**config.mk**
```make
export PLATFORM = sky130hd
export DESIGN_NAME = cache_control_prefetch
export DESIGN_NICKNAME = d
export VERILOG_FILES = /design/src/rtl/cache_control_prefetch_pkg.sv /design/src/rtl/cache_control_prefetch.sv
export SDC_FILE = /design/constraint.sdc
export NUM_CORES = 1
export LEC_CHECK = 0
export CAP_MARGIN = 15
export CORE_UTILIZATION = 34
export DETAILED_ROUTE_END_ITERATION = 8
export GPL_TIMING_DRIVEN = 0
export PLACE_DENSITY = 0.89
export SETUP_SLACK_MARGIN = 0.4
export SLEW_MARGIN = 20
export SYNTH_ARGS = -nofsm -noshare
export SYNTH_HDL_FRONTEND = slang
export SYNTH_SLANG_ARGS = --single-unit
```
**constraint.sdc**
```tcl
create_clock -name clk -period 1.5 [get_ports clk]
set_input_delay 0.225 -clock clk [delete_from_list [all_inputs] [get_ports clk]]
set_output_delay 0.225 -clock clk [all_outputs]
set_load 0.05 [all_outputs]
```
**src/rtl/cache_control_prefetch_pkg.sv**
```systemverilog
// Shared encodings for the L1 cache controller. These are the datapath's address-mux selects
// (request address or one of the two writeback addresses).
package cache_control_prefetch_pkg;

  localparam logic [1:0] ADRMUX_REQ  = 2'd0;
  localparam logic [1:0] ADRMUX_WAY0 = 2'd1;
  localparam logic [1:0] ADRMUX_WAY1 = 2'd2;

endpackage

```
**src/rtl/cache_control_prefetch.sv**
```systemverilog
// Two-way L1 control FSM: 1-cycle hits, miss = [writeback] + fill, then one next-line prefetch.
// Mealy outputs; CPU is held off (mem_resp=0) during fills, pmem requests held until pmem_resp.
module cache_control_prefetch
  import cache_control_prefetch_pkg::*;
(
  input  logic       clk,
  input  logic       reset_n,
  input  logic       mem_read,
  input  logic       mem_write,
  output logic       mem_resp,
  output logic       pmem_read,
  output logic       pmem_write,
  input  logic       pmem_resp,
  input  logic       hit0,
  input  logic       hit1,
  input  logic       valid0_out,
  input  logic       valid1_out,
  input  logic       dirty0_out,
  input  logic       dirty1_out,
  input  logic       LRU_out,
  output logic       wb_sel,
  output logic       data0_writeline,
  output logic       data1_writeline,
  output logic       tag0_write,
  output logic       tag1_write,
  output logic       valid0_write,
  output logic       valid1_write,
  output logic       valid_in,
  output logic       dirty0_write,
  output logic       dirty1_write,
  output logic       dirty_in,
  output logic       updateLRU,
  output logic [1:0] adrmux_sel,
  output logic       adr_in_sel,
  output logic       load_prefetch
);

  typedef enum logic [2:0] {
    S_COMPARE,
    S_WRITEBACK,
    S_FILL,
    S_PF_CHECK,
    S_PF_FILL
  } state_t;

  state_t r_state;
  state_t w_next_state;
  logic   r_pf_armed;
  logic   w_next_armed;

  logic w_req;
  logic w_hit;
  logic w_hit_way;
  logic w_victim_dirty;

  assign w_req          = mem_read | mem_write;
  assign w_hit          = hit0 | hit1;
  assign w_hit_way      = ~hit0;
  assign w_victim_dirty = LRU_out ? (valid1_out & dirty1_out) : (valid0_out & dirty0_out);

  always_comb begin
    w_next_state    = r_state;
    w_next_armed    = r_pf_armed;
    mem_resp        = 1'b0;
    pmem_read       = 1'b0;
    pmem_write      = 1'b0;
    wb_sel          = 1'b0;
    data0_writeline = 1'b0;
    data1_writeline = 1'b0;
    tag0_write      = 1'b0;
    tag1_write      = 1'b0;
    valid0_write    = 1'b0;
    valid1_write    = 1'b0;
    valid_in        = 1'b0;
    dirty0_write    = 1'b0;
    dirty1_write    = 1'b0;
    dirty_in        = 1'b0;
    updateLRU       = 1'b0;
    adrmux_sel      = ADRMUX_REQ;
    adr_in_sel      = 1'b0;
    load_prefetch   = 1'b0;

    case (r_state)
      S_COMPARE: begin
        if (!w_req) begin
          if (r_pf_armed) w_next_state = S_PF_CHECK;
        end else if (w_hit) begin
          mem_resp  = 1'b1;
          updateLRU = (w_hit_way == LRU_out);
          if (mem_write) begin
            wb_sel   = 1'b1;
            dirty_in = 1'b1;
            if (w_hit_way) begin
              data1_writeline = 1'b1;
              dirty1_write    = 1'b1;
            end else begin
              data0_writeline = 1'b1;
              dirty0_write    = 1'b1;
            end
          end
        end else begin
          load_prefetch = 1'b1;
          w_next_armed  = 1'b1;
          w_next_state  = w_victim_dirty ? S_WRITEBACK : S_FILL;
        end
      end

      S_WRITEBACK: begin
        pmem_write = 1'b1;
        adrmux_sel = LRU_out ? ADRMUX_WAY1 : ADRMUX_WAY0;
        if (pmem_resp) w_next_state = S_FILL;
      end

      S_FILL, S_PF_FILL: begin
        pmem_read  = 1'b1;
        adr_in_sel = (r_state == S_PF_FILL);
        if (pmem_resp) begin
          // Install the returned line clean in the victim way; a prefetched line also becomes MRU.
          valid_in  = 1'b1;
          updateLRU = (r_state == S_PF_FILL);
          if (LRU_out) begin
            data1_writeline = 1'b1;
            tag1_write      = 1'b1;
            valid1_write    = 1'b1;
            dirty1_write    = 1'b1;
          end else begin
            data0_writeline = 1'b1;
            tag0_write      = 1'b1;
            valid0_write    = 1'b1;
            dirty0_write    = 1'b1;
          end
          w_next_state = S_COMPARE;
        end
      end

      S_PF_CHECK: begin
        adr_in_sel   = 1'b1;
        w_next_armed = 1'b0;
        if (w_req || w_hit || w_victim_dirty) w_next_state = S_COMPARE;
        else                                  w_next_state = S_PF_FILL;
      end

      default: w_next_state = S_COMPARE;
    endcase
  end

  always_ff @(posedge clk or negedge reset_n) begin
    if (!reset_n) begin
      r_state    <= S_COMPARE;
      r_pf_armed <= 1'b0;
    end else begin
      r_state    <= w_next_state;
      r_pf_armed <= w_next_armed;
    end
  end

endmodule

```
==> results of run 1 <==
[synthesized netlist by cell type]
cell type  count
inv_1          4
nor3_2         1
mux2i_1        2
or2_1          1
and2b_2        1
nor2_1        10
o32ai_1        2
and3b_1        1
o22ai_1        3
nand4_1        1
a21oi_1        1
a211oi_1       1
nor3_1         1
a31oi_1        1
nor4_4         2
buf_4          5
nand3_1        1
nand3b_1       1
a31o_1         2
nand2_1        7
and3_1         2
nor2b_1        1
xnor2_2        1
buf_2          2
or3_1          1
dfrtp_1        4
[cell families after synthesis]
logic type	Yosys count	synth area share (%)
simple gates	31	41.0
compound gates	10	15.8
mux	2	4.35
flops	4	21.7
buf+inv	11	13.6
xor+xnor	1	3.53
[through the flow]
stage / setup slack (ps) / cell area (µm²)
after detailed placement: -1070 / 897
after floorplan: -557 / 579
after CTS: -378 / 1050
after global placement: -1050 / 897
[repair_timing]
action | in CTS
hold endpoints to repair | 0
gates resized for setup | 144
setup endpoints to repair | 23
buffers inserted | 6
pin swaps | 5
==> summary.md, run 1 <==
| Metric | Value |
|---|---|
| H-tree levels | `1` |
| CTS Sinks | `4` |
| Synthesized area | `460 µm²` |
| HPWL Detailed | `1230 µm` |
| Die Y | `38.8 µm` |
| Last stage | `5_1_grt` |
| Syn avg cell area | `7.80 µm²` |
| Largest net degree at the start of global routing | `11` |
| Worst ep type | `primary output` |
| Error msg | `[ERROR DPL-0038] Utilization greater than 100%, impossible to legalize` |
| Status | `did not finish` |
| IO buf count | `30` |
| Max Buffers Root-to-Sink | `2` |
| Top cell type's share of synthesized area | `21.7%` |
| Placed Cells | `103` |
| Yosys top cell by area | `dfrtp_1` |
| CTS Hold Bufs | `0` |
| Synthesis-stage register bit count | `4` |
| Synth cell types | `26` |
| Synth warn | `0` |
| Gate Count Post-Synth | `59` |
| Clk root buf | `clkbuf_4` |
| GRT worst endpoint | `dirty1_write` |
| Row Count | `12` |
| IO Count | `31` |
| Total CTS buffers | `3` |
| Fraction of the yosys area taken by sequential cells | `21.7%` |
| Synth top area cells | `dfrtp_1 (22%), nor4_4 (9.2%), buf_4 (8.2%)` |
| Die X | `38.8 µm` |
| Initial Util | `38.8%` |
| Synthesized net count | `71` |
| Gpl congestion | `0.802` |
==> inputs of run 2 (changes only) <==
CORE_AREA = 2 2 63 65   (was unset)
CORE_UTILIZATION = unset   (was 34)
DIE_AREA = 0 0 65 67   (was unset)
PLACE_DENSITY = unset   (was 0.89)
PLACE_DENSITY_LB_ADDON = 0.15   (was unset)
SETUP_SLACK_MARGIN = unset   (was 0.4)
==> run 2 against run 1 <==
Effect of this change:
- the flow now finishes, with violations (negative setup slack)
- area after synthesis did not move
- synthesized cell count did not move
==> summary.md, run 2 <==
| Metric | Value |
|---|---|
| Most common cell after layout, fill and taps aside | `buf_4` |
| Area of the die | `4360 µm²` |
| Cell mode on critical path | `buf_8` |
| N_diodes | `0` |
| Crit. End Element | `output pin` |
| Drt wl/cell | `11.0 µm` |
| Multi-input gate area | `402 µm²` |
| P per Cell Area | `1680 nW/µm²` |
| CTS tree | `yes` |
| IO buf count | `30 (unchanged)` |
| P&R area growth vs syn | `143%` |
| Worst-Margin Slew | `295 ps` |
| Max Cap Violations | `0` |
| Slew margin rel. | `80.2%` |
| Gate Count Post-Synth | `59 (unchanged)` |
| Yosys top cell by area | `dfrtp_1` |
| Fin. max-slew vios | `0` |
| Via density | `4.09` |
| DRC viols | `0` |
| Top-count cell post-synth | `nor2_1` |
| Min Tclk post-route | `1840 ps` |
| IO Count | `31 (unchanged)` |
| Total wire length | `1650 µm` |
| Placed Cells | `137 (+33%)` |
| Crit path cell chain | `xnor2_4, nor4_4, a31o_4, buf_8, buf_8` |
| H-tree levels | `1 (unchanged)` |
| Final ANT Viol Nets | `0` |
| Largest Register | `r_state` |
| Max reg flops | `3` |
| Clock skew | `4.97 ps` |
| Max Buffers Root-to-Sink | `2 (unchanged)` |
| CP Max Fanout | `7` |
| Final WS setup | `-341 ps` |
| Status | `complete, but fails checks` |
| Row Count | `22 (+10)` |
| GR Layer Usage met2 | `13.3%` |
| Synth Flop Type | `dfrtp_1` |
| Gr ovfl total | `0` |
| Synth cell types | `26 (unchanged)` |
| Synth warn | `0 (unchanged)` |
| Most frequent cells after synthesis | `nor2_1 (10), nand2_1 (7), buf_4 (5)` |
| Synthesized net count | `71 (unchanged)` |
| Slowest Stage Delay on Critical Path | `480 ps` |
| Top flop regs | `r_state (3), r_pf_armed (1)` |
| Crit share post-route | `123%` |
| First-pass DRT Iterations | `4` |
| Critical path class | `flip-flop to output pin` |
| Failing checks | `negative setup slack` |
| CTS Sinks | `4 (unchanged)` |
| Gr busiest metal | `met2` |
| Setup slack, reg-to-reg | `120 ps` |
| Syn avg cell area | `7.80 µm² (unchanged)` |
| Synth top area cells | `dfrtp_1 (22%), nor4_4 (9.2%), buf_4 (8.2%)` |
| Bufs and invs on worst path | `2` |
| Initial antenna violation count | `0` |
| Arr. time, crit path | `1620 ps` |
| Pre-CTS setup slack | `-1060 ps (+7.84 ps)` |
| Asr flop ratio synth | `100% (unchanged)` |
| Post-synth EDFFs | `0 (unchanged)` |
| Total core area | `3610 µm²` |
| CP startpoint kind | `flip-flop` |
| Setup-failing EPs final | `18` |
| Nets | `114` |
| Fraction of the yosys area taken by sequential cells | `21.7% (unchanged)` |
| Top cell type's share of synthesized area | `21.7% (unchanged)` |
| First-pass GRT wire length | `2560 µm` |
| Clk root buf | `clkbuf_8` |
| Worst skew pair latency | `220 ps` |
| Hold WC Path Type | `primary input to asynchronous set/reset pin` |
| Synthesized area | `460 µm² (unchanged)` |
| Vias | `609` |
| Total power | `1.87 mW` |
| Dpl cell area | `906 µm² (+0.98%)` |
| Worst hold slack | `206 ps` |
| Synthesis-stage register bit count | `4 (unchanged)` |
| # fillers | `389` |
| Final TNS setup | `-3250 ps` |
| Final Hold Viols | `0` |
| Initial Util | `12.8% (-26 points)` |
| Layout cells sized above 1 | `60.4%` |
| Sequential cell area | `103 µm²` |
| Die Y | `67 µm (+73%)` |
| Met1 usage | `8.70%` |
| Met3 Track Usage GR | `1.69%` |
| Most frequent cells in the layout | `buf_4 (12), buf_8 (11), buf_6 (10), clkdlybuf4s50_1 (7), nor2_1 (5)` |
| Largest net degree at the start of global routing | `11` |
| Gpl congestion | `0.844 (+5.3%)` |
| Vias in the first global route | `592` |
| Highest clock rate | `543 MHz` |
| Post-route cell area | `1120 µm²` |
| DR iter-0 viols | `15` |
| Non-filler cells, final | `149` |
| Total GRT Usage | `7.63%` |
| Clock-pin slew on the worst setup and hold paths | `30 ps` |
| HPWL Detailed | `1310 µm (+6.6%)` |
| Die X | `65 µm (+68%)` |
| Lkg Pwr | `0.494 nW` |
| RSZ-0062 raised after global routing | `yes` |
| Worst VDD drop | `497 µV` |
| Final Util | `31.0%` |
| Total CTS buffers | `3 (unchanged)` |
| WP data required | `1270 ps` |
| Cell family with the largest share of critical-path delay | `flip-flops` |
| Slowest cell on crit path | `dfrtp_2` |
-- run 2: power by group --
| part | leakage [nW] | internal (mW) | switching (mW) | total, mW |
|---|---|---|---|---|
| clock | 0.0228 | 0.181 | 0.0557 | 0.237 |
| sequential | 0.0459 | 0.139 | 0.0285 | 0.167 |
| combinational | 0.425 | 0.648 | 0.819 | 1.47 |
-- run 2: worst paths after layout --
check / start / to / depth (start not counted)
max: r_state[2] / dirty0_write / 5
min: reset_n / r_pf_armed / 1
max reg2reg: r_state[0] / r_state[0] / 3
min reg2reg: r_pf_armed / r_pf_armed / 2
max in group asynchronous: reset_n / r_state[0] / 1
min in group clk: pmem_resp / r_state[2] / 2
-- run 2: timing repair --
action                                 4_1_cts  5_1_grt
endpoints found under the hold margin        0        0
gates resized for setup                    145       18
pin swaps                                    5        3
hold buffers                                 0        0
setup endpoints to repair                   21       19
buffers inserted                             5        3
-- run 2: worst register-to-register path, cell delays in order, from the launching register on --
cell     delay (ps)
dfrtp_2         440
buf_12          150
or3_1           360
o32ai_1         320
-- run 2: layout make-up --
type	count	area share, %
Buffer	7	6.72
Clock buffer	4	4.03
Inverter	4	1.34
Multi-Input combinational cell	44	35.9
Sequential cell	4	9.18
Tap cell	48	5.38
Timing Repair Buffer	38	37.4
-- run 2: cell families (layout without fill, tap and decap cells) --
kind of cell	count (synthesis)	count (layout)	share of synthesized area [%]
AOI/OAI and AO/OA	10	10	15.8
xor gates and xnor gates	1	1	3.53
buffers and inverters	11	53	13.6
DFF	4	4	21.7
muxes	2	2	4.35
and+or+nand+nor	31	31	41.0
-- run 2: layer usage --
metal  wire length (µm)  share of wire, %
met5                  0                 0
met4                 17               1.0
met3                123               7.5
met2                841                51
met1                662                40
(Power assumes the default switching activity.)
